## src/rtl/fb_pkg.sv

```systemverilog
// Shared types for the framebuffer writer: FSM encoding, bus widths and the queued pixel entry.
package fb_pkg;
  localparam int ADDR_W  = 16;
  localparam int COLOR_W = 24;

  typedef enum logic [1:0] {
    ST_IDLE  = 2'd0,
    ST_WRITE = 2'd1,
    ST_CLEAR = 2'd2,
    ST_FLUSH = 2'd3
  } state_e;

  typedef struct packed {
    logic [7:0]         py;
    logic [7:0]         px;
    logic [COLOR_W-1:0] color;
  } pix_t;

  localparam int PIX_W = $bits(pix_t);
endpackage

```

## src/rtl/fb_writer_if.sv

```systemverilog
// Framebuffer memory write port; master issues req/addr/data, slave answers with ack.
interface fb_writer_if;
  import fb_pkg::*;

  logic               mem_req;
  logic               mem_we;
  logic [ADDR_W-1:0]  mem_addr;
  logic [COLOR_W-1:0] mem_wdata;
  logic               mem_ack;

  modport master (output mem_req, mem_we, mem_addr, mem_wdata, input mem_ack);
  modport slave  (input mem_req, mem_we, mem_addr, mem_wdata, output mem_ack);
endinterface

```

## src/rtl/pixel_fifo.sv

```systemverilog
// Generic FIFO with a registered head word; push is ignored when full unless a pop frees a slot.
// Latency: a word pushed into an empty FIFO is on head_o one cycle later; no backpressure to pusher.
module pixel_fifo #(
  parameter int DEPTH = 8,
  parameter int WIDTH = 40
) (
  input  logic             clk,
  input  logic             rst_n,
  input  logic             push_i,
  input  logic [WIDTH-1:0] push_dat_i,
  input  logic             pop_i,
  output logic             full_o,
  output logic             empty_o,
  output logic [WIDTH-1:0] head_o
);
  localparam int AW = $clog2(DEPTH);
  localparam logic [AW:0] FULL_CNT = (AW+1)'(DEPTH);

  logic [WIDTH-1:0] mem_q [DEPTH];
  logic [AW-1:0]    wr_ptr_q, rd_ptr_q, rd_next;
  logic [AW:0]      cnt_q, cnt_d, cnt_left;
  logic [WIDTH-1:0] head_q, head_d;
  logic             do_push, do_pop;

  assign empty_o  = (cnt_q == '0);
  assign full_o   = (cnt_q == FULL_CNT);
  assign do_pop   = pop_i && !empty_o;
  assign do_push  = push_i && (!full_o || do_pop);
  assign rd_next  = rd_ptr_q + AW'(do_pop);
  assign cnt_left = cnt_q - (AW+1)'(do_pop);
  assign cnt_d    = cnt_left + (AW+1)'(do_push);
  // When the slot becoming head is the one being written now, bypass the array.
  assign head_d   = (do_push && cnt_left == '0) ? push_dat_i : mem_q[rd_next];
  assign head_o   = head_q;

  always_ff @(posedge clk) begin
    if (do_push) mem_q[wr_ptr_q] <= push_dat_i;
  end

  always_ff @(posedge clk or negedge rst_n) begin
    if (!rst_n) begin
      wr_ptr_q <= '0;
      rd_ptr_q <= '0;
      cnt_q    <= '0;
      head_q   <= '0;
    end else begin
      wr_ptr_q <= wr_ptr_q + AW'(do_push);
      rd_ptr_q <= rd_next;
      cnt_q    <= cnt_d;
      head_q   <= head_d;
    end
  end
endmodule

```

## src/rtl/fb_writer.sv

```systemverilog
// Queues drawn pixels and writes them (or a full-screen clear) into framebuffer memory.
// Latency: idle pixel reaches mem_req 2 cycles after pixel_valid; pixels dropped (overflow) when FIFO full.
module fb_writer import fb_pkg::*; #(
  parameter int FIFO_DEPTH = 8
) (
  input  logic               clk,
  input  logic               rst_n,
  input  logic               pixel_valid,
  input  logic [7:0]         px,
  input  logic [7:0]         py,
  input  logic [COLOR_W-1:0] pixel_color,
  input  logic               done,
  input  logic               clear_req,
  input  logic [COLOR_W-1:0] clear_color,
  fb_writer_if.master        mem,
  output logic               busy,
  output logic               overflow,
  output logic               frame_done,
  output logic [15:0]        pixel_count
);
  state_e             state_q, state_d;
  logic [ADDR_W-1:0]  clr_addr_q, clr_addr_d;
  logic [COLOR_W-1:0] clr_color_q, clr_color_d;
  logic               done_q, frame_pend_q, overflow_q;
  logic [15:0]        pix_cnt_q;
  logic               clr_start, fifo_full, fifo_empty, fifo_pop, px_drop;
  logic               req_c, fdone_c;
  logic [ADDR_W-1:0]  addr_c;
  logic [COLOR_W-1:0] wdata_c;
  pix_t               push_ent, head;

  assign push_ent = '{py: py, px: px, color: pixel_color};

  pixel_fifo #(.DEPTH(FIFO_DEPTH), .WIDTH(PIX_W)) u_fifo (
    .clk        (clk),
    .rst_n      (rst_n),
    .push_i     (pixel_valid),
    .push_dat_i (push_ent),
    .pop_i      (fifo_pop),
    .full_o     (fifo_full),
    .empty_o    (fifo_empty),
    .head_o     (head)
  );

  assign fifo_pop = (state_q == ST_WRITE) && !fifo_empty && mem.mem_ack;
  assign px_drop  = pixel_valid && fifo_full && !fifo_pop;

  always_comb begin
    state_d     = state_q;
    clr_addr_d  = clr_addr_q;
    clr_color_d = clr_color_q;
    clr_start   = 1'b0;
    req_c       = 1'b0;
    addr_c      = '0;
    wdata_c     = '0;
    fdone_c     = 1'b0;
    case (state_q)
      ST_IDLE: begin
        if (clear_req && fifo_empty) begin
          state_d     = ST_CLEAR;
          clr_addr_d  = '0;
          clr_color_d = clear_color;
          clr_start   = 1'b1;
        end else if (!fifo_empty) begin
          state_d = ST_WRITE;
        end else if (frame_pend_q) begin
          state_d = ST_FLUSH;
        end
      end
      ST_WRITE: begin
        if (fifo_empty) begin
          state_d = frame_pend_q ? ST_FLUSH : ST_IDLE;
        end else begin
          req_c   = 1'b1;
          addr_c  = {head.py, head.px};
          wdata_c = head.color;
        end
      end
      ST_CLEAR: begin
        req_c   = 1'b1;
        addr_c  = clr_addr_q;
        wdata_c = clr_color_q;
        if (mem.mem_ack) begin
          // Counter wraps to 0 on the last address, ready for the next clear.
          clr_addr_d = clr_addr_q + 16'd1;
          if (clr_addr_q == 16'hFFFF) state_d = ST_IDLE;
        end
      end
      ST_FLUSH: begin
        fdone_c = 1'b1;
        state_d = ST_IDLE;
      end
      default: state_d = ST_IDLE;
    endcase
  end

  always_ff @(posedge clk or negedge rst_n) begin
    if (!rst_n) begin
      state_q      <= ST_IDLE;
      clr_addr_q   <= '0;
      clr_color_q  <= '0;
      done_q       <= 1'b0;
      frame_pend_q <= 1'b0;
      overflow_q   <= 1'b0;
      pix_cnt_q    <= '0;
    end else begin
      state_q     <= state_d;
      clr_addr_q  <= clr_addr_d;
      clr_color_q <= clr_color_d;
      done_q      <= done;
      if (done && !done_q)          frame_pend_q <= 1'b1;
      else if (state_q == ST_FLUSH) frame_pend_q <= 1'b0;
      if (clr_start)    overflow_q <= 1'b0;
      else if (px_drop) overflow_q <= 1'b1;
      if (clr_start)                                   pix_cnt_q <= '0;
      else if (fifo_pop && pix_cnt_q != 16'hFFFF)      pix_cnt_q <= pix_cnt_q + 16'd1;
    end
  end

  assign mem.mem_req   = req_c;
  assign mem.mem_we    = req_c;
  assign mem.mem_addr  = addr_c;
  assign mem.mem_wdata = wdata_c;
  assign busy          = (state_q != ST_IDLE) || !fifo_empty;
  assign overflow      = overflow_q;
  assign frame_done    = fdone_c;
  assign pixel_count   = pix_cnt_q;
endmodule

```

## src/flat_wrapper.sv

```systemverilog
// flat-port wrapper written by rule: the top's interface ports become plain ports
module fb_writer_flat import fb_pkg::*;
#(
  parameter int FIFO_DEPTH = 8
)
  (clk, rst_n, pixel_valid, px, py, pixel_color, done, clear_req, clear_color, busy, overflow, frame_done, pixel_count, mem_mem_req, mem_mem_we, mem_mem_addr, mem_mem_wdata, mem_mem_ack);
  fb_writer_if mem_i ();
  input  logic clk;
  input  logic rst_n;
  input  logic pixel_valid;
  input  logic [7:0] px;
  input  logic [7:0] py;
  input  logic [COLOR_W-1:0] pixel_color;
  input  logic done;
  input  logic clear_req;
  input  logic [COLOR_W-1:0] clear_color;
  output logic busy;
  output logic overflow;
  output logic frame_done;
  output logic [15:0] pixel_count;
  output wire logic [$bits(mem_i.mem_req)-1:0] mem_mem_req;
  output wire logic [$bits(mem_i.mem_we)-1:0] mem_mem_we;
  output wire logic [$bits(mem_i.mem_addr)-1:0] mem_mem_addr;
  output wire logic [$bits(mem_i.mem_wdata)-1:0] mem_mem_wdata;
  input wire logic [$bits(mem_i.mem_ack)-1:0] mem_mem_ack;
  assign mem_mem_req = mem_i.mem_req;
  assign mem_mem_we = mem_i.mem_we;
  assign mem_mem_addr = mem_i.mem_addr;
  assign mem_mem_wdata = mem_i.mem_wdata;
  assign mem_i.mem_ack = mem_mem_ack;
  fb_writer #(.FIFO_DEPTH(FIFO_DEPTH)) u_core (.clk(clk), .rst_n(rst_n), .pixel_valid(pixel_valid), .px(px), .py(py), .pixel_color(pixel_color), .done(done), .clear_req(clear_req), .clear_color(clear_color), .mem(mem_i), .busy(busy), .overflow(overflow), .frame_done(frame_done), .pixel_count(pixel_count));
endmodule
```

## config.mk

```make
export PLATFORM = sky130hd
export DESIGN_NAME = fb_writer_flat
export DESIGN_NICKNAME = d
export VERILOG_FILES = /design/src/rtl/fb_pkg.sv /design/src/rtl/fb_writer_if.sv /design/src/rtl/pixel_fifo.sv /design/src/rtl/fb_writer.sv /design/src/flat_wrapper.sv
export SDC_FILE = /design/constraint.sdc
export NUM_CORES = 1
export LEC_CHECK = 0
export ABC_AREA = 0
export CORE_MARGIN = 5
export CORE_UTILIZATION = 40
export DETAILED_ROUTE_END_ITERATION = 12
export HOLD_SLACK_MARGIN = 0.08
export REMOVE_ABC_BUFFERS = 1
export SLEW_MARGIN = 10
export SYNTH_ARGS = -nofsm -noshare
export SYNTH_HDL_FRONTEND = slang
export SYNTH_SLANG_ARGS = --single-unit
export TNS_END_PERCENT = 30
```

## constraint.sdc

```tcl
create_clock -name clk -period 4.85 [get_ports clk]
set_input_delay 0.97 -clock clk [delete_from_list [all_inputs] [get_ports clk]]
set_output_delay 0.97 -clock clk [all_outputs]
set_load 0.005 [all_outputs]
```

Word level (Yosys, flattened, before mapping)
Memories as Yosys holds them, arrays and structs flattened.
Cells that the tools add are included.
{"block": "op_classes", "add_sub_neg": 6, "multipliers": 0, "div": 0, "n_lt_le_gt_ge": 0, "eq_ne": 11, "shifts": 0, "muxes": 29, "n_bitwise": 0, "n_reduce_logical": 27}
{"cell": "$mux 16", "count": 5}
{"cell": "$pmux 16 s2", "count": 2}
{"cell": "$pmux 24 s2", "count": 1}
{"cell": "$mux 40", "count": 1}
{"cell": "$add 16x1->16 const B", "count": 2}
{"cell": "$mux 24", "count": 1}
{"cell": "$eq 16x16->1 const B", "count": 1}
{"cell": "$ne 16x16->1 const B", "count": 1}
{"cell": "$mux 2", "count": 7}
{"cell": "$logic_and 1x1->1", "count": 10}
{"cell": "$mux 1", "count": 10}
{"cell": "$reduce_bool 2->1", "count": 5}
{"cell": "$logic_not 4->1", "count": 2}
{"cell": "$pmux 2 s4", "count": 1}
{"cell": "$add 3x1->3", "count": 2}
{"cell": "$ne 2x1->1 const B", "count": 3}
{"cell": "$add 4x1->4", "count": 1}
{"cell": "$eq 2x2->1 const B", "count": 2}
{"cell": "$eq 4x4->1 const B", "count": 1}
{"cell": "$logic_not 1->1", "count": 4}
{"cell": "$ne 4x3->1 const B", "count": 1}
{"cell": "$reduce_and 4->1", "count": 1}
{"cell": "$sub 4x1->4", "count": 1}
{"cell": "$reduce_and 3->1", "count": 1}
{"cell": "6 further kinds", "count": 7}
{"block": "word_totals", "regBits": 111, "latch_bits": 0, "ram_bits": 320, "mem_bits_ro": 0, "word_cells": 85, "n_memories": 1}
{"name": "u_core.u_fifo.mem_q", "depth": 8, "width": 40, "read_ports": 1, "rd_ports_with_merged_regs": 0, "wr": 1, "line": "pixel_fifo.sv:19", "rtl": "logic [WIDTH-1:0] mem_q [DEPTH];"}

Longest topological paths before layout
Gate-level depths: netlist of the first run.
{"block": "logic_depth", "word_depth": 9, "ltp_mapped": 13, "ltp_nobuf": 11}

Cells and area by module
Synthesis of the first run repeated with hierarchy kept, for this count alone.
{"block": "hier_totals", "hier_cells": 1146, "area_unflattened_um2": 17894.7}
{"module": "pixel_fifo", "n_inst": 1, "cells_per_inst": 730, "area_per_inst_um2": 14383.8, "seq_area_each_um2": 10860.4}
{"module": "fb_writer", "n_inst": 1, "cells_per_inst": 416, "area_per_inst_um2": 3510.9, "seq_area_each_um2": 1526.5}

Worst setup path before layout of the first run
No wires, ideal clock.
{"block": "synth_timing", "path_kind": "in2reg", "startpoint": "input mem_mem_ack", "endpoint": "memory u_core.u_fifo.mem_q[0][0], enable pin", "setup_ns": 0.537, "t_arrival_ns": 5.026, "required_time_ns": 4.313, "slack_ns": -0.713, "stages": 4, "cell_sequence": "nand2_1 > nand2_1 > nand2_1 > nor4_1"}
{"block": "synth_between", "elab_chain_cells": 6}
{"element": "from (decl)", "line": "flat_wrapper.sv:25", "rtl": "input wire logic [$bits(mem_i.mem_ack)-1:0] mem_mem_ack;"}
{"element": "$logic_and 1x1->1", "line": "fb_writer.sv:45", "rtl": "assign fifo_pop = (state_q == ST_WRITE) && !fifo_empty && mem.mem_ack;"}
{"element": "$logic_and 1x1->1", "line": "pixel_fifo.sv:27", "rtl": "assign do_pop = pop_i && !empty_o;"}
{"element": "$logic_or 1x1->1", "line": "pixel_fifo.sv:28", "rtl": "assign do_push = push_i && (!full_o || do_pop);"}
{"element": "$logic_and 1x1->1", "line": "pixel_fifo.sv:28"}
{"element": "$mux 1", "line": "pixel_fifo.sv:37", "rtl": "if (do_push) mem_q[wr_ptr_q] <= push_dat_i;"}
{"element": "$mux 1 (not written as such)", "line": "pixel_fifo.sv:37"}
{"element": "to (decl)", "line": "pixel_fifo.sv:19"}
No other way between the ends.

Worst setup path in the final report of the first run
{"block": "layout_timing", "startpoint": "register u_core.state_q[1]", "endpoint": "output mem_mem_wdata[23]"}
{"block": "layout_between", "elab_chain_cells": 2, "word_cells_on_any_way": 3}
{"element": "from (decl)", "line": "fb_writer.sv:21", "rtl": "state_e state_q, state_d;"}
{"element": "from (signal assigned)", "line": "fb_writer.sv:107", "rtl": "state_q <= state_d;"}
{"element": "$eq 2x2->1 or $eq 2x1->1 (tied branches)", "line": "fb_writer.sv:57", "rtl": "case (state_q)"}
{"element": "$pmux 24 s2 (*)", "line": "fb_writer.sv:57"}
{"element": "to (decl)", "line": "flat_wrapper.sv:24", "rtl": "output wire logic [$bits(mem_i.mem_wdata)-1:0] mem_mem_wdata;"}
Every way passes the cells marked *; elsewhere a longest branch is shown, timed or not.

==> impl_metrics.csv, run 1 <==
group,metric,value,unit
status,status,"complete, no violations",
clocking,htree_levels,2,
global_routing,track_usage,16.7,%
job,max_cap_viol_count,0,
power,p_int,0.00952,W
yosys,synth_cells,1009,
clocking,cts_setup_buffers,0,
critical_path,start_kind,"flop",
global_routing,grt_pass1_vias,9787,
timing,maxSlewHeadroom,20.3,%
yosys,synth-edff-count,320,
yosys,async_flop_share,25.8,%
final_layout,drive_gt1_share,23.1,%
timing,slew_violations,0,
yosys,synth_area,17500,µm²
detailed_routing,drtPass1Iterations,5,
detailed_routing,drtAntennaViolNets,0,
yosys,synth_top_area_share,54.8,%
detailed_routing,drcViolationCount,0,
yosys,seq_area_frac_synth,70.6,%
power,pwr-share-clk,26.4,%
worst_hold_path,holdPathStages,1,
final_layout,final_core_util,49.2,%
critical_path,arrival,3.35,ns
global_routing,grt_first_pass_wirelength,60600,µm
global_routing,gr-total-overflow,0,
worst_hold_path,hold_path_class,"reg -> reg",
timing,min_period,4.32,ns
power,power,0.0134,W
power,p_seq_share,37.8,%
timing,worst_clock_skew,0.0161,ns
detailed_routing,vias,9375,
place,place.gp.congestion,0.787,
clocking,clock_path_buffers,3,
critical_path,critPathBufInv,3,
floorplanning,dieHeight,219,µm
yosys,synth_cell_types,47,
clocking,insertion_delay,0.56,ns
floorplanning,start_util,40.5,%
yosys,synth-main-ff-cell,"edfxtp_1",
yosys,synth_seq_cells,431,
power,p_leak,7.39,nW
detailed_routing,wire_per_inst,22.3,µm
global_routing,antenna_found_initial,6,
clocking,cts_resized,0,
place,dp.cells,1696,
timing,hold_viol,0,
clocking,path_clk_slew,0.06,ns
critical_path,max_stage_delay,0.83,ns
critical_path,cp_top_family,"buffers and inverters",
detailed_routing,avgViaCountPerCell,5.27,
critical_path,critPathCaptureType,"output pin",
global_routing,grt_max_degree,112,
worst_hold_path,holdPathEnd,"u_core.frame_pend_q",
power,ir_drop,369,µV
timing,setup_violations,0,
clocking,cts_hold_buf,0,
power,swShare,29.0,%
place,port_buffers,130,
worst_hold_path,hp-start,"u_core.done_q",
floorplanning,fp.dieW,219,µm
timing,clock.fmax,0.232,GHz
critical_path,cp_slowest_cell,"nor2b_4",
critical_path,crit_chain,"inv_1, ha_1, nor2b_4, buf_4, a22oi_1, nor2b_1, clkdlybuf4s50_1",
final_layout,areaGrowthSynthToFinish,21.3,%
final_layout,final_common_cell,"edfxtp_1",
critical_path,worstReg2RegStart,"u_core.u_fifo.cnt_q[3]",
power,p_per_area,631,nW/µm²
place,hpwlAfterDp,21800,µm
floorplanning,dieArea,48100,µm²
final_layout,final_cells,1780,
floorplanning,rows,76,
critical_path,r2r_setup_slack,1.31,ns
clocking,cts_root_buffer,"clkbuf_16",
clocking,clock_sinks,431,
detailed_routing,drtIter0Drc,751,
yosys,synth_top_area_cell,"edfxtp_1",
clocking,cts_buffers,45,
yosys,syn_avg_cell_area,17.4,µm²
clocking,tritoncts,"built",
final_layout,layout.nets,1243,
critical_path,r2r_cells,9,
timing,period_share,89.0,%
critical_path,required,3.88,ns
critical_path,timing.rr.end,"u_core.u_fifo.head_o[12]",
floorplanning,core-area,43300,µm²
final_layout,fillCellCount,3609,
yosys,synth_area_leaders,"edfxtp_1, dfrtp_1, mux4_2",
power,power.switching,0.00389,W
timing,rsz0062_at_grt,"no",
floorplanning,io_pins,131,
critical_path,cp_max_fo,30,
final_layout,final_cell_mix,"edfxtp_1, clkdlybuf4s50_1, dfrtp_1, nand2_1",
yosys,synth_warnings,0,
critical_path,criticalPathCategory,"reg -> out",
power,comb_power_share,35.9,%
timing,tightest_slew,1.20,ns
detailed_routing,totalWireLength,39600,µm
power groups by stage:
stage | Combinational [W] | Sequential (W) | Clock (W)
floorplan | 0.00342 | 0.00504 | 0
global placement | 0.00489 | 0.00512 | 0
detailed placement | 0.00494 | 0.00514 | 0
CTS | 0.00496 | 0.00507 | 0.00363
global route | 0.00527 | 0.00513 | 0.00380
finish | 0.00481 | 0.00507 | 0.00354
cells in the mapped netlist (all sizes together), types with 21 or more instances:
cell type / count
mux4: 80
a22oi: 40
edfxtp: 320
nand2: 96
xnor2: 24
clkbuf: 30
dfrtp: 111
nor2: 35
mux2: 80
nor2b: 41
buf: 21
worst max-delay path by stage:
| stage | from | to | slack (ns) | depth (start not counted) |
|---|---|---|---|---|
| 5_1_grt | u_core.state_q[1] | mem_mem_wdata[16] | 0.35 | 7 |
| 3_3_place_gp | mem_mem_ack | u_core.u_fifo.head_o[9] | 0.81 | 9 |
| 6_report | u_core.state_q[1] | mem_mem_wdata[23] | 0.53 | 7 |
| 3_5_place_dp | mem_mem_ack | u_core.u_fifo.head_o[12] | 0.78 | 10 |
| 4_1_cts | u_core.state_q[1] | mem_mem_wdata[23] | 0.44 | 7 |
| 2_1_floorplan | mem_mem_ack | u_core.u_fifo.head_o[0] | -0.88 | 7 |
layout make-up:
| type | instances | area [µm²] | share of cell area, % |
|---|---|---|---|
| flip-flops and latches | 431 | 12400 | 58.2 |
| clock buffers | 61 | 1280 | 6.01 |
| inverters | 15 | 56.3 | 0.265 |
| well taps | 585 | 732 | 3.44 |
| diodes | 1 | 2.50 | 0.0118 |
| repair buffers | 153 | 1570 | 7.39 |
| clock inverters | 22 | 256 | 1.21 |
| multi-input cells | 512 | 4990 | 23.5 |
registers in the layout, indices dropped and copies added, names as in the netlist:
signal,flops
u_core.u_fifo.mem_q,320
u_core.frame_pend_q,1
u_core.overflow,1
u_core.u_fifo.rd_ptr_q,3
u_core.pixel_count,16
u_core.u_fifo.wr_ptr_q,3
u_core.state_q,2
u_core.done_q,1
u_core.clr_color_q,24
u_core.clr_addr_q,16
u_core.u_fifo.cnt_q,4
u_core.u_fifo.head_o,40
metal layers:
metal / share of wire [%] / global-route usage (%) / routed length, µm
met5: 0.17 / 0 / 66
met2: 47 / 26.4 / 18700
met3: 5.3 / 3.70 / 2120
met4: 1.6 / 3.89 / 621
met1: 46 / 23.9 / 18100
stage by stage:
step / setup TNS [ns] / area [µm²] / hold slack (ns) / setup slack, ns
2_1_floorplan: -63.90 / 17300 / 0.409 / -0.884
3_3_place_gp: 0 / 19700 / 0.424 / 0.812
3_5_place_dp: 0 / 19700 / 0.441 / 0.776
4_1_cts: 0 / 21300 / 0.435 / 0.444
5_1_grt: 0 / 21300 / 0.457 / 0.351
6_report: 0 / 21300 / 0.436 / 0.535
cell families (layout without fill, tap and decap cells):
kind of cell               after synthesis  in the layout  share of synthesized area, %
other                                    0              1                             0
muxes                                  166            166                          15.7
DFF                                    431            431                          70.6
and+or+nand+nor                        240            240                          6.98
AOI/OAI and AO/OA                       64             64                          2.65
adders and majority gates               15             15                          1.07
xor gates and xnor gates                27             27                          1.35
buffers and inverters                   66            251                          1.59
(Power assumes the default switching activity.)
==> inputs of run 2 (changes only) <==
--- a/config.mk
+++ b/config.mk
@@ -9,6 +9,8 @@
 export CORE_MARGIN = 5
-export CORE_UTILIZATION = 40
+export CORE_UTILIZATION = 53
 export DETAILED_ROUTE_END_ITERATION = 12
 export HOLD_SLACK_MARGIN = 0.08
+export PLACE_DENSITY = 0.76
 export REMOVE_ABC_BUFFERS = 1
+export SKIP_CTS_REPAIR_TIMING = 1
 export SLEW_MARGIN = 10
--- a/constraint.sdc
+++ b/constraint.sdc
@@ -3,2 +3,2 @@
 set_output_delay 0.97 -clock clk [all_outputs]
-set_load 0.005 [all_outputs]
+set_load 0.05 [all_outputs]
==> run 2 against run 1 <==
Compared with the run above:
- sequential cell count stayed put
- sequential share of layout area rose by 0.87 points
- sequential power is essentially flat
- clock power down 12%
- core utilization rose by 15 points
- power up 2.6%
- hold slack better by 0.0031 ns
- first-iteration DRC count up 0.80%
- register-to-register slack got worse by 0.17 ns
==> impl_metrics.csv, run 2 (synthesis gave the netlist of run 1 again) <==
group,metric,value,unit
status,status,"complete, no violations",
timing,tightest_slew,1.18,ns
power,ir_drop,384,µV
clocking,cts_root_buffer,"clkbuf_16",
floorplanning,core-area,32600,µm²
detailed_routing,drtPass1Iterations,5,
floorplanning,io_pins,131,
timing,worst_clock_skew,0.0266,ns
final_layout,fillCellCount,2231,
detailed_routing,totalWireLength,39100,µm
critical_path,cp_max_fo,33,
critical_path,critPathCaptureType,"output pin",
detailed_routing,avgViaCountPerCell,5.84,
detailed_routing,drcViolationCount,0,
clocking,tritoncts,"built",
power,power.switching,0.00458,W
floorplanning,dieHeight,192,µm
global_routing,track_usage,21.5,%
timing,slew_violations,0,
timing,period_share,88.4,%
worst_hold_path,holdPathStages,1,
clocking,htree_levels,2,
critical_path,timing.rr.end,"u_core.u_fifo.head_o[13]",
critical_path,arrival,3.32,ns
timing,clock.fmax,0.233,GHz
global_routing,grt_max_degree,52,
final_layout,drive_gt1_share,23.4,%
timing,min_period,4.29,ns
final_layout,final_core_util,64.3,%
critical_path,required,3.88,ns
critical_path,r2r_cells,10,
timing,holdWs,0.439,ns
timing,rsz0062_at_grt,"no",
clocking,clock_path_buffers,3,
critical_path,start_kind,"flop",
final_layout,largest_reg_flops,320,
timing,hold_viol,0,
clocking,cts_buffers,43,
final_layout,layout.nets,1250,
clocking,insertion_delay,0.55,ns
final_layout,top_register,"u_core.u_fifo.mem_q",
place,port_buffers,130,
final_layout,areaGrowthSynthToFinish,19.5,%
clocking,path_clk_slew,0.05,ns
floorplanning,start_util,53.8,%
detailed_routing,drtIter0Drc,757,
power,comb_power_share,40.6,%
critical_path,criticalPathCategory,"reg -> out",
final_layout,final_common_cell,"edfxtp_1",
clocking,clock_sinks,431,
job,max_cap_viol_count,0,
global_routing,antenna_found_initial,4,
power,p_per_area,656,nW/µm²
final_layout,final_cell_mix,"edfxtp_1, clkdlybuf4s50_1, dfrtp_1, nand2_1",
power,pwr-share-clk,22.6,%
floorplanning,dieArea,36800,µm²
place,hpwlAfterDp,22200,µm
detailed_routing,wire_per_inst,23.8,µm
final_layout,final_cells,1642,
global_routing,grt_pass1_vias,9780,
power,p_int,0.00918,W
detailed_routing,drtAntennaViolNets,0,
worst_hold_path,hold_path_class,"reg -> reg",
timing,setup_violations,0,
global_routing,gr-total-overflow,0,
detailed_routing,vias,9589,
worst_hold_path,hp-start,"u_core.done_q",
timing,maxSlewHeadroom,21.5,%
place,dp.cells,1562,
power,p_leak,7.34,nW
floorplanning,fp.dieW,192,µm
global_routing,grt_first_pass_wirelength,59700,µm
critical_path,worstReg2RegStart,"u_core.u_fifo.cnt_q[3]",
floorplanning,rows,66,
power,swShare,33.3,%
power,p_seq_share,36.8,%
place,place.gp.congestion,0.823,
critical_path,r2r_setup_slack,1.14,ns
worst_hold_path,holdPathEnd,"u_core.frame_pend_q",
[run 2: changes by cell type in the layout (fill, tap and decap cells not counted), moves of 2 or more]
| cell | delta |
|---|---|
| clkbuf_8 | -2 |
| clkinv_1 | -3 |
| clkinv_2 | +4 |
| clkbuf_16 | -3 |
| clkbuf_1 | +4 |
| bufinv_16 | -5 |
| buf_4 | +8 |
[run 2: how the worst max path moves through the flow]
stage                            startpoint                       end  slack, ns  depth (start not counted)
final                     u_core.state_q[0]         mem_mem_wdata[10]       0.56                          6
after detailed placement        mem_mem_ack  u_core.u_fifo.head_o[13]       0.63                         11
after CTS                 u_core.state_q[1]          mem_mem_wdata[8]       0.54                          7
after global placement          mem_mem_ack  u_core.u_fifo.head_o[18]       0.74                         11
after floorplan                 mem_mem_ack   u_core.u_fifo.head_o[0]      -0.88                          7
after global routing      u_core.state_q[1]           mem_mem_addr[3]       0.39                          7
[run 2: power groups by stage]
| stage | logic, W | registers [W] | clock network, W |
|---|---|---|---|
| after floorplan | 0.00398 | 0.00514 | 0 |
| final | 0.00558 | 0.00507 | 0.00311 |
| after global routing | 0.00598 | 0.00513 | 0.00333 |
| after global placement | 0.00548 | 0.00510 | 0 |
| after detailed placement | 0.00559 | 0.00512 | 0 |
| after CTS | 0.00566 | 0.00507 | 0.00316 |
[run 2: layout make-up]
class	count	area, µm²	area share, %
Inverter	15	56.3	0.269
Timing Repair Buffer	162	1650	7.88
Clock buffer	60	1190	5.68
Tap cell	442	553	2.64
Clock inverter	19	131	0.627
Antenna cell	1	2.50	0.0119
Multi-Input combinational cell	512	4990	23.8
Sequential cell	431	12400	59.1
[run 2: per-layer routing]
layer	track usage (%)	routed length, µm	vias to the layer above
li1	-	-	4205
met1	31.0	16200	4965
met2	35.1	19500	361
met3	3.65	2710	52
met4	4.78	598	6
met5	0	34	-
[run 2: worst max-delay path, stage by stage, from the launching register on]
cell and delay, ns:
dfrtp_1 0.40, inv_1 0.13, ha_2 0.75, buf_4 0.37, a22oi_1 0.12, nor2b_1 0.16
clkdlybuf4s50_1 0.84
[run 2: metrics by stage]
| step | instance area [µm²] | power, W | worst slack (ns) | setup TNS (ns) |
|---|---|---|---|---|
| global placement | 19600 | 0.0106 | 0.742 | 0 |
| global route | 21000 | 0.0144 | 0.391 | 0 |
| floorplan | 17300 | 0.00912 | -0.884 | -63.90 |
| CTS | 21000 | 0.0139 | 0.537 | 0 |
| detailed placement | 19600 | 0.0107 | 0.634 | 0 |
| finish | 21000 | 0.0138 | 0.561 | 0 |
==> inputs of run 3 (changes only) <==
CORE_UTILIZATION = 60   (was 53)
PLACE_DENSITY = 0.81   (was 0.76)
clock period = 5.1 ns   (was 4.85 ns; I/O delays follow)
==> run 3 against run 2 <==
Compared with the run above:
- clock power down 6%
- register-to-register slack better by 0.14 ns
- hold slack worse by 0.00093 ns
- count of clock-buffer cells in the layout up 1
==> impl_metrics.csv, run 3 (synthesis gave the netlist of run 1 again) <==
group,metric,value,unit
timing,worst_clock_skew,0.0218,ns
worst_hold_path,hold_path_class,"reg -> reg",
clocking,htree_levels,2,
clocking,insertion_delay,0.54,ns
place,dp.cells,1496,
detailed_routing,wire_per_inst,24.2,µm
critical_path,cp_slowest_cell,"clkdlybuf4s50_1",
critical_path,required,4.08,ns
global_routing,grt_first_pass_wirelength,59100,µm
detailed_routing,drtIter0Drc,850,
critical_path,cp.depth,7,
worst_hold_path,holdPathStages,1,
timing,setup_violations,0,
power,p_leak,7.29,nW
final_layout,fillCellCount,1700,
critical_path,r2r_cells,10,
final_layout,final_common_cell,"edfxtp_1",
timing,maxSlewHeadroom,27.8,%
critical_path,cp_top_family,"buffers and inverters",
timing,slew_violations,0,
critical_path,critPathBufInv,3,
final_layout,final_core_util,72.3,%
power,p_per_area,623,nW/µm²
floorplanning,dieArea,32800,µm²
clocking,clock_path_buffers,3,
final_layout,layout.nets,1241,
place,place.gp.congestion,0.829,
floorplanning,dieHeight,181,µm
clocking,cts_buffers,42,
critical_path,start_kind,"flop",
floorplanning,rows,62,
floorplanning,io_pins,131,
detailed_routing,avgViaCountPerCell,6.08,
global_routing,gr-total-overflow,0,
timing,rsz0062_at_grt,"no",
timing,holdWs,0.438,ns
global_routing,grt_pass1_vias,9954,
final_layout,areaGrowthSynthToFinish,18.6,%
status,status,"complete, no violations",
detailed_routing,drcViolationCount,0,
clocking,clock_sinks,431,
timing,tightest_slew,1.08,ns
floorplanning,fp.dieW,181,µm
timing,layout_setup_ws,0.580,ns
clocking,path_clk_slew,0.06,ns
critical_path,max_stage_delay,0.82,ns
critical_path,criticalPathCategory,"reg -> out",
timing,period_share,88.6,%
critical_path,cp_max_fo,25,
final_layout,final_cell_mix,"edfxtp_1, clkdlybuf4s50_1, dfrtp_1, nand2_1",
detailed_routing,drtPass1Iterations,5,
timing,clock.fmax,0.221,GHz
final_layout,largest_reg_flops,320,
floorplanning,core-area,28800,µm²
critical_path,critPathCaptureType,"output pin",
final_layout,final_cells,1575,
place,port_buffers,130,
global_routing,track_usage,23.3,%
power,ir_drop,421,µV
critical_path,crit_chain,"inv_1, ha_1, nor2b_4, buf_4, a22oi_1, nor2b_1, clkdlybuf4s50_1",
global_routing,antenna_found_initial,3,
final_layout,top_register,"u_core.u_fifo.mem_q",
detailed_routing,totalWireLength,38100,µm
detailed_routing,drtAntennaViolNets,0,
place,detailedPlace.worstSlack,0.763,ns
clocking,cts_root_buffer,"clkbuf_16",
final_layout,drive_gt1_share,22.7,%
place,hpwlAfterDp,22000,µm
clocking,tritoncts,"built",
timing,min_period,4.52,ns
critical_path,arrival,3.50,ns
timing,hold_viol,0,
global_routing,grt_max_degree,47,
floorplanning,start_util,61.0,%
detailed_routing,vias,9574,
job,max_cap_viol_count,0,
-- run 3: changes by cell type in the layout (fill, tap and decap cells not counted), sizes merged --
| cell | previous run | this run |
|---|---|---|
| clkinvlp | 1 | 0 |
| clkbuf | 60 | 61 |
| inv | 16 | 15 |
| buf | 33 | 25 |
-- run 3: worst paths after layout --
kind,start,slack [ns],endpoint
max reg2reg,u_core.u_fifo.cnt_q[3],1.28,u_core.u_fifo.head_o[10]
min reg2reg,u_core.done_q,0.44,u_core.frame_pend_q
min,u_core.done_q,0.44,u_core.frame_pend_q
max in group asynchronous,rst_n,3.56,u_core.clr_color_q[13]
max,u_core.state_q[1],0.58,mem_mem_wdata[21]
min in group asynchronous,rst_n,0.54,u_core.u_fifo.head_o[30]
-- run 3: where the power goes --
group          switching [W]  internal [W]  total (W)  leakage, nW
registers           0.000319       0.00452    0.00484         4.30
logic                0.00272       0.00247    0.00520         2.35
clock network        0.00126       0.00166    0.00292        0.642
total                0.00430       0.00865     0.0130         7.29
-- run 3: metrics by stage --
step | total power (W) | TNS (ns) | area, µm²
floorplan | 0.00867 | -47.90 | 17300
global placement | 0.00993 | 0 | 19500
detailed placement | 0.0101 | 0 | 19500
CTS | 0.0131 | 0 | 20800
global route | 0.0136 | 0 | 20800
finish | 0.0130 | 0 | 20800
-- run 3: final cells by class --
cell class / instances / area [µm²] / area share [%]
antenna: 1 / 2.50 / 0.0120
clock buffer: 61 / 1170 / 5.64
inverter: 15 / 56.3 / 0.271
timing repair buffer: 154 / 1580 / 7.59
clock inverter: 17 / 128 / 0.614
sequential: 431 / 12400 / 59.6
multi-input combinational: 512 / 4990 / 24.0
tap: 384 / 480 / 2.31
-- run 3: routing by layer --
metal	share of wire (%)	GRT usage, %	vias to the layer above
met2	51	39.5	366
li1	-	-	4190
met4	1.5	4.50	4
met3	6.8	4.36	50
met5	0.071	0	-
met1	40	32.5	4964
-- run 3: worst reg2reg max path, delay by kind of cell, from the launching register on --
family                   cells  cell delay, ns
buffers and inverters        2            0.55
XOR/XNOR                     1            0.30
multiplexers                 1            0.32
flip-flops                   1            0.42
AND/OR/NAND/NOR              4            1.68
adder cells (fa/ha/maj)      2            0.44
